<file path="config.mk">
export PLATFORM = sky130hd
export DESIGN_NAME = self_test_collector
export DESIGN_NICKNAME = d
export VERILOG_FILES = /design/src/rtl/self_test_collector.sv
export SDC_FILE = /design/constraint.sdc
export NUM_CORES = 1
export LEC_CHECK = 0
export ABC_AREA = 1
export ABC_CLOCK_PERIOD_IN_PS = 2600
export BUFFER_PORTS_ARGS = -buffer_cell sky130_fd_sc_hd__buf_2
export CORE_MARGIN = 2
export CORE_UTILIZATION = 60
export DETAILED_ROUTE_END_ITERATION = 10
export PLACE_DENSITY = 0.81
export SLEW_MARGIN = 20
export SYNTH_ARGS = -nofsm -noshare
export SYNTH_HDL_FRONTEND = slang
export SYNTH_SLANG_ARGS = --single-unit
</file>
<file path="constraint.sdc">
create_clock -name div_8_clk -period 2.6 [get_ports div_8_clk]
set_input_delay 0.13 -clock div_8_clk [delete_from_list [all_inputs] [get_ports div_8_clk]]
set_output_delay 0.13 -clock div_8_clk [all_outputs]
set_load 0.1 [all_outputs]
</file>
<file path="src/rtl/self_test_collector.sv">
// ---------------------------------------------------------------------------
// self_test_collector
//   Collects self-test frames that chained chips (layers) report after a
//   start pulse. Each accepted frame records a chip's power code in a
//   16-entry table; collection ends on an idle timeout or when chip 15 is
//   recorded.
//
// Ports
//   div_8_clk   in   clock, rising edge
//   rst_n       in   asynchronous active-low reset
//   start       in   one-cycle pulse, (re)starts a collection from any state
//   frame_valid in   data_in carries a frame this cycle
//   data_in     in   {tag 4'hA, power, chip_id, next_id, 16'hBEEF}
//   rd_addr     in   table read address (chip_id)
//   busy        out  collecting
//   done        out  collection finished, results held
//   layer_count out  distinct chips recorded
//   seq_err     out  sticky: well-formed frame arrived out of order
//   bad_cnt     out  saturating count of malformed frames
//   pwr_sat     out  sticky: a recorded power code was 4'hF
//   rd_power    out  registered table[rd_addr] power
//   rd_present  out  registered table[rd_addr] present bit
// ---------------------------------------------------------------------------
module self_test_collector #(
    parameter int IDLE_TIMEOUT = 63
) (
    input  logic        div_8_clk,
    input  logic        rst_n,
    input  logic        start,
    input  logic        frame_valid,
    input  logic [31:0] data_in,
    input  logic [3:0]  rd_addr,
    output logic        busy,
    output logic        done,
    output logic [4:0]  layer_count,
    output logic        seq_err,
    output logic [7:0]  bad_cnt,
    output logic        pwr_sat,
    output logic [3:0]  rd_power,
    output logic        rd_present
);

    localparam logic [1:0] S_IDLE    = 2'd0;
    localparam logic [1:0] S_COLLECT = 2'd1;
    localparam logic [1:0] S_DONE    = 2'd2;

    localparam logic [7:0] TIMEOUT = 8'(IDLE_TIMEOUT);

    logic [1:0]  state;
    logic [3:0]  power_tbl [16];
    logic [15:0] present;
    logic [3:0]  expected_id;
    logic [7:0]  timer;

    logic [3:0]  tag, power, chip_id, next_id;
    logic [15:0] marker;
    assign {tag, power, chip_id, next_id, marker} = data_in;

    logic well_formed, active, is_new, is_retx, malformed, tbl_we;
    logic timer_inc, timeout, full;

    assign well_formed = frame_valid && tag == 4'hA && marker == 16'hBEEF &&
                         chip_id != 4'd0 && next_id == chip_id + 4'd1;
    // start wins over any frame in the same cycle
    assign active      = state == S_COLLECT && !start;
    assign is_new      = active && well_formed && chip_id == expected_id;
    assign is_retx     = active && well_formed && chip_id == expected_id - 4'd1;
    assign malformed   = active && frame_valid && !well_formed;
    assign tbl_we      = is_new || is_retx;
    // Malformed frames freeze the timer; silence and out-of-order frames age it.
    assign timer_inc   = active && !tbl_we && !malformed;
    assign timeout     = timer_inc && (timer + 8'd1) == TIMEOUT;
    assign full        = is_new && chip_id == 4'hF;

    always_ff @(posedge div_8_clk or negedge rst_n) begin
        if (!rst_n) begin
            state <= S_IDLE;
        end else begin
            case (state)
                S_IDLE:    if (start) state <= S_COLLECT;
                S_COLLECT: if (start) state <= S_COLLECT;
                           else if (full || timeout) state <= S_DONE;
                S_DONE:    if (start) state <= S_COLLECT;
                default:   state <= S_IDLE;
            endcase
        end
    end

    always_ff @(posedge div_8_clk or negedge rst_n) begin
        if (!rst_n) begin
            for (int i = 0; i < 16; i++) power_tbl[i] <= 4'd0;
            present     <= '0;
            expected_id <= 4'd1;
            timer       <= '0;
            layer_count <= '0;
            seq_err     <= 1'b0;
            bad_cnt     <= '0;
            pwr_sat     <= 1'b0;
            rd_power    <= '0;
            rd_present  <= 1'b0;
        end else begin
            // Sampled before this cycle's write lands: read-before-write.
            rd_power   <= power_tbl[rd_addr];
            rd_present <= present[rd_addr];

            if (start) begin
                present     <= '0;
                expected_id <= 4'd1;
                timer       <= '0;
                layer_count <= '0;
                seq_err     <= 1'b0;
                bad_cnt     <= '0;
                pwr_sat     <= 1'b0;
            end else if (state == S_COLLECT) begin
                if (tbl_we) begin
                    power_tbl[chip_id] <= power;
                    timer              <= '0;
                    if (power == 4'hF) pwr_sat <= 1'b1;
                end else if (timer_inc) begin
                    timer <= timer + 8'd1;
                end
                if (is_new) begin
                    present[chip_id] <= 1'b1;
                    layer_count      <= layer_count + 5'd1;
                    expected_id      <= expected_id + 4'd1;
                end
                if (active && well_formed && !tbl_we) seq_err <= 1'b1;
                if (malformed && bad_cnt != 8'hFF) bad_cnt <= bad_cnt + 8'd1;
            end
        end
    end

    assign busy = state == S_COLLECT;
    assign done = state == S_DONE;

endmodule

</file>
[After elaboration in Yosys (flattened, before gate mapping)]
Index checks and enable logic that the tools add are counted.
Storage, ports and cells
  input port bits: 40
  logic and storage cells: 133
  output and inout port bits: 22
  bits in registers: 114
Cells by class
  bitwise operators: 4
  add/subtract/negate cells: 6
  reductions and logical operators: 41
  mux-type cells: 37
  magnitude comparators: 6
  equal/unequal tests: 13
Operators with widths (number)
  $bwmux W64: 1
  $mux W8: 7
  $mux W16: 3
  $mux W4: 6
  $logic_and A1 B1 Y1: 18
  $add A8 B1 Y8 const B: 2
  $bmux W4 S4: 1
  $demux W4 S4: 1
  $eq A16 B16 Y1 const B: 1
  $or A16 B16 Y16: 1
  $mux W5: 3
  $eq A4 B4 Y1: 3
  $eq A4 B4 Y1 const B: 3
  $reduce_bool A2 Y1: 6
  $ge A5 B5 Y1 const B: 2
  $lt A4 B5 Y1 const B: 2
  $not A4 Y5: 2
  $reduce_and A2 Y1: 5
  $mux W1: 9
  $add A4 B1 Y4 const B: 2
  $eq A8 B6 Y1 const B: 1
  $ne A8 B8 Y1 const B: 1
  $mux W2: 3
  $reduce_and A3 Y1: 2
  18 further kinds: 22

[Logic depth before layout (Yosys ltp)]
  word-level depth: 16
  depth in mapped cells: 14
  gate-level depth less buffers: 14

[Worst setup path before layout]
No wires, ideal clock.
  path type: reg-to-reg
  start point: register bad_cnt[0]
  end point: register bad_cnt[0]
  setup slack: 0.318 ns
  library setup time: 0.121 ns
  cell stages (with the launch flop): 13
  data arrival time: 2.161 ns
  path through: dfrtp_1 > ha_1 > nand2_1 > inv_1 > nand2_1 > nor2_1 > nand3_1 > nand2_1 > nor2_1 > inv_2 > nand2_1 > nand2_1 > nand2_1
Between the ends
  longest elaborated chain between the ends: 4
  elaborated cells between the ends (all ways): 8
  classes of those cells: add/sub (1); eq/ne (1); mux (3); reduce/logical (3)
Ends and longest elaborated chain
  start: declaration: line 37  | output logic [7:0] bad_cnt,
  start signal: assignment: line 128  | if (malformed && bad_cnt != 8'hFF) bad_cnt <= bad_cnt + 8'd1;
  $add A8 B1 Y8 / $ne A8 B8 Y1 (equally long branches): line 128
  $mux W8 / $logic_and A1 B1 Y1 (equally long branches): line 128
  $mux W8 / $reduce_bool A2 Y1 (equally long branches)
  $mux W8 / $reduce_and A2 Y1 (equally long branches)
Parallel ways exist; a longest one is shown, timed or not. The select of a mux whose other input is x is not followed.
A chain may end at the register's enable or synchronous reset.

[Final worst setup path]
  start point: register expected_id[0]
  end point: register power_tbl[57] (netlist name)
Between the ends
  longest elaborated chain between the ends: 5
  elaborated cells between the ends (all ways): 7
  classes of those cells: add/sub (1); eq/ne (2); reduce/logical (4)
Ends and longest elaborated chain
  start: declaration: line 52  | logic [3:0] expected_id;
  start signal: assignment: line 125  | expected_id <= expected_id + 4'd1;
  $sub A4 B1 Y4: line 67  | assign is_retx = active && well_formed && chip_id == expected_id - 4'd1;
  $eq A4 B4 Y1: line 67
  $logic_and A1 B1 Y1: line 67
  $logic_or A1 B1 Y1 *: line 69  | assign tbl_we = is_new || is_retx;
  $reduce_and A3 Y1 (no line) *
  end signal: indexed assignment: line 116  | power_tbl[chip_id] <= power;
  end: declaration: line 50  | logic [3:0] power_tbl [16];
Every way passes the cells marked *; elsewhere a longest branch is shown, timed or not.

==> reports/results.tsv <==
metric	value	unit
global-route wire length before repair	26100	um
XOR/XNOR Fraction of Synth Area	1.82	%
Clock Skews	6.38	ps
Synth cell types	34	
setup total negative slack	0	ps
reg-to-reg endpoint	power_tbl[57]	
R2R depth	12	
chip width	106	um
most common cell after layout, fill and taps aside	nand2_1	
# IOs	62	
clock tree root buffer cell	clkbuf_8	
Mapped Cells	785	
asr flop ratio synth	100	%
R2R Setup Slk	180	ps
most frequent CP cell	nand2_1	
slowest cell on the critical path	dfstp_2	
commonest non-fill, non-tap cells in the layout	nand2_1 (177), dfrtp_1 (113), inv_1 (88)	
RSZ-0062 raised after global routing	false	
fin crit period	2420	ps
Via density	5.60	
largest net degree at the start of global routing	75	
cells along the critical path	inv_1 -> ha_1 -> xnor2_1 -> nor2_1 -> nand2_1 -> nor2_2 -> nor2_4 -> nor2_8 -> buf_12 -> nand2_1 -> nand2_1 -> o21ai_0	
crit-path max cell delay	580	ps
Worst-Skew Late Latency	520	ps
Seq cells post-synth	114	
number of flops mapped to enable cells by yosys	0	
Hold Path Class	input pin to register	
Hold Fails Final Rpt	0	
ys flop type	dfrtp_1	
Netlist Area Pre-Place	6240	um^2
max-slew violations	0	
Die Ht	106	um
worst-margin pin slew	677	ps
Post-CTS Setup Repair Bufs	0	
Total Wirelength	15600	um
fin crit share	93.1	%
final instance area	7270	um^2
Min-Delay Endpoint	pwr_sat	
DRC errors left	0	
status	finished, final reports clean	
Max Cap Violations	0	
initial antenna violation count	0	
mux share of post-synthesis cell area	3.05	%
Global Route Usage Sum	29.4	%
RePlAce Congestion	0.894	
CTS Sinks	114	
drt pass-1 iters	5	
main combinational cell family by area after synthesis	simple AND/OR/NAND/NOR gates	
diodes inserted	0	
Layout Nets	895	
via total after detailed routing	5569	
adder-cell share of the synthesized area	2.01	%
CP Max Fanout	12	
core area	10200	um^2
Area after DPL	6680	um^2
Clock transition at path regs	60	ps
Detail Route Antenna Nets	0	
die area	11200	um^2
Setup crit start kind	register	
Worst Path Required	2970	ps
slew margin rel.	54.8	%
final setup fails	0	
Peak VDD IR	0.000580	V
Syn Nets	835	
CTS HTree Levels	4	
CTS buffer count	17	
Avg Inst Size Synth	7.95	um^2
CTS tree	built	
CP Data Arrival Time	2790	ps
leakage	0.00368	uW
hold wc startpoint	data_in[25]	
post-synthesis simple-gate area fraction	26.4	%
yosys warns	0	
Max Freq	0.413	GHz
total gr overflow	0	
number of cells on the worst hold path	5	
Crit. End Element	register	
pwr dens	620	nW/um^2
initial drt markers	493	
P&R area growth vs syn	16.4	%
worst r2r src	expected_id[0]	
clk buf depth	2	
vias in the first global route	5430	
Initial Util	61.0	%
Site Rows	37	
sequential area share after synthesis	45.7	%
post-synthesis compound-gate area fraction	13.2	%
kind of critical path	register to register	
share of layout cells above drive strength 1	15.5	%
utilization after layout	71.0	%
buffers added on ports	61	
Worst Setup SP	expected_id[0]	
wire per inst	15.7	um
Detail Placement HPWL	10600	um
[per-layer routing]
metal	vias to the layer above	GRT usage, %	routed length (um)
li1	2702	-	-
met1	2644	37.9	6560
met2	205	49.6	7870
met3	18	7.30	1010
met4	0	8.36	182
met5	-	0	0
[flip-flops by register name, summed over array words and instances, names as in the netlist]
signal and flops:
state 2, rd_power 4, layer_count 5, expected_id 4, timer 8, bad_cnt 8
rd_present 1, power_tbl 64, present 16, pwr_sat 1, seq_err 1
[synth_stat cells, drive strengths merged, types with 6 or more instances]
master | instances | share of area [%]
a21oi | 38 | 3.0
buf | 6 | 0.68
clkbuf | 24 | 1.4
dfrtp | 113 | 45
ha | 10 | 2.0
inv | 92 | 5.5
mux2i | 19 | 3.0
nand2 | 191 | 13
nand3 | 64 | 5.2
nand3b | 6 | 0.72
nand4 | 23 | 2.4
nor2 | 67 | 5.0
o211ai | 17 | 2.0
o21ai | 91 | 7.7
xor2 | 8 | 1.1
[report_power, final]
group	switching, uW	leakage [uW]	internal [uW]
logic	386	0.00184	115
registers	14.0	0.00158	1790
clock network	813	0.000261	1380
[critical path: cells and delay by family (launching register included)]
kind	cells	cell delay [ps]
buffers and inverters	2	270
DFF	1	580
xor gates and xnor gates	1	140
and+or+nand+nor	7	840
AOI/OAI and AO/OA	1	100
adders and majority gates	1	330
[layout make-up]
| cell class | count | area (um^2) |
|---|---|---|
| flip-flops and latches | 114 | 2850 |
| well taps | 136 | 170 |
| inverters | 94 | 353 |
| clock buffers | 22 | 443 |
| multi-input cells | 547 | 2910 |
| fillers | 810 | 2970 |
| repair buffers | 71 | 425 |
| clock inverters | 10 | 110 |
[cell families after synthesis]
group | after synthesis
and+or+nand+nor | 356
AOI/OAI and AO/OA | 149
buffers and inverters | 124
DFF | 114
muxes | 19
xor gates and xnor gates | 13
adders and majority gates | 10
[stage by stage]
step	worst slack, ps	hold slack (ps)	cells	power [uW]
2_1_floorplan	318	-166	785	2170
3_3_place_gp	323	133	960	2320
3_5_place_dp	153	143	960	2330
4_1_cts	114	35.4	994	4520
5_1_grt	30.1	72.1	994	4640
6_report	178	45.8	994	4500
[worst max-delay path by stage]
stage	to	slack (ps)	depth (start not counted)
finish	power_tbl[57]	180	12
global route	power_tbl[59]	30	12
CTS	power_tbl[42]	110	12
detailed placement	power_tbl[42]	150	12
global placement	power_tbl[57]	320	12
floorplan	bad_cnt[0]	320	12
[what timing repair did]
| action | 4_1_cts | 5_1_grt |
|---|---|---|
| resized for setup | 0 | 4 |
| endpoints found under the setup margin | 0 | 8 |
| hold buffers | 2 | 0 |
| endpoints found under the hold margin | 45 | 0 |
No activity file was read; power rests on OpenSTA's default activity.
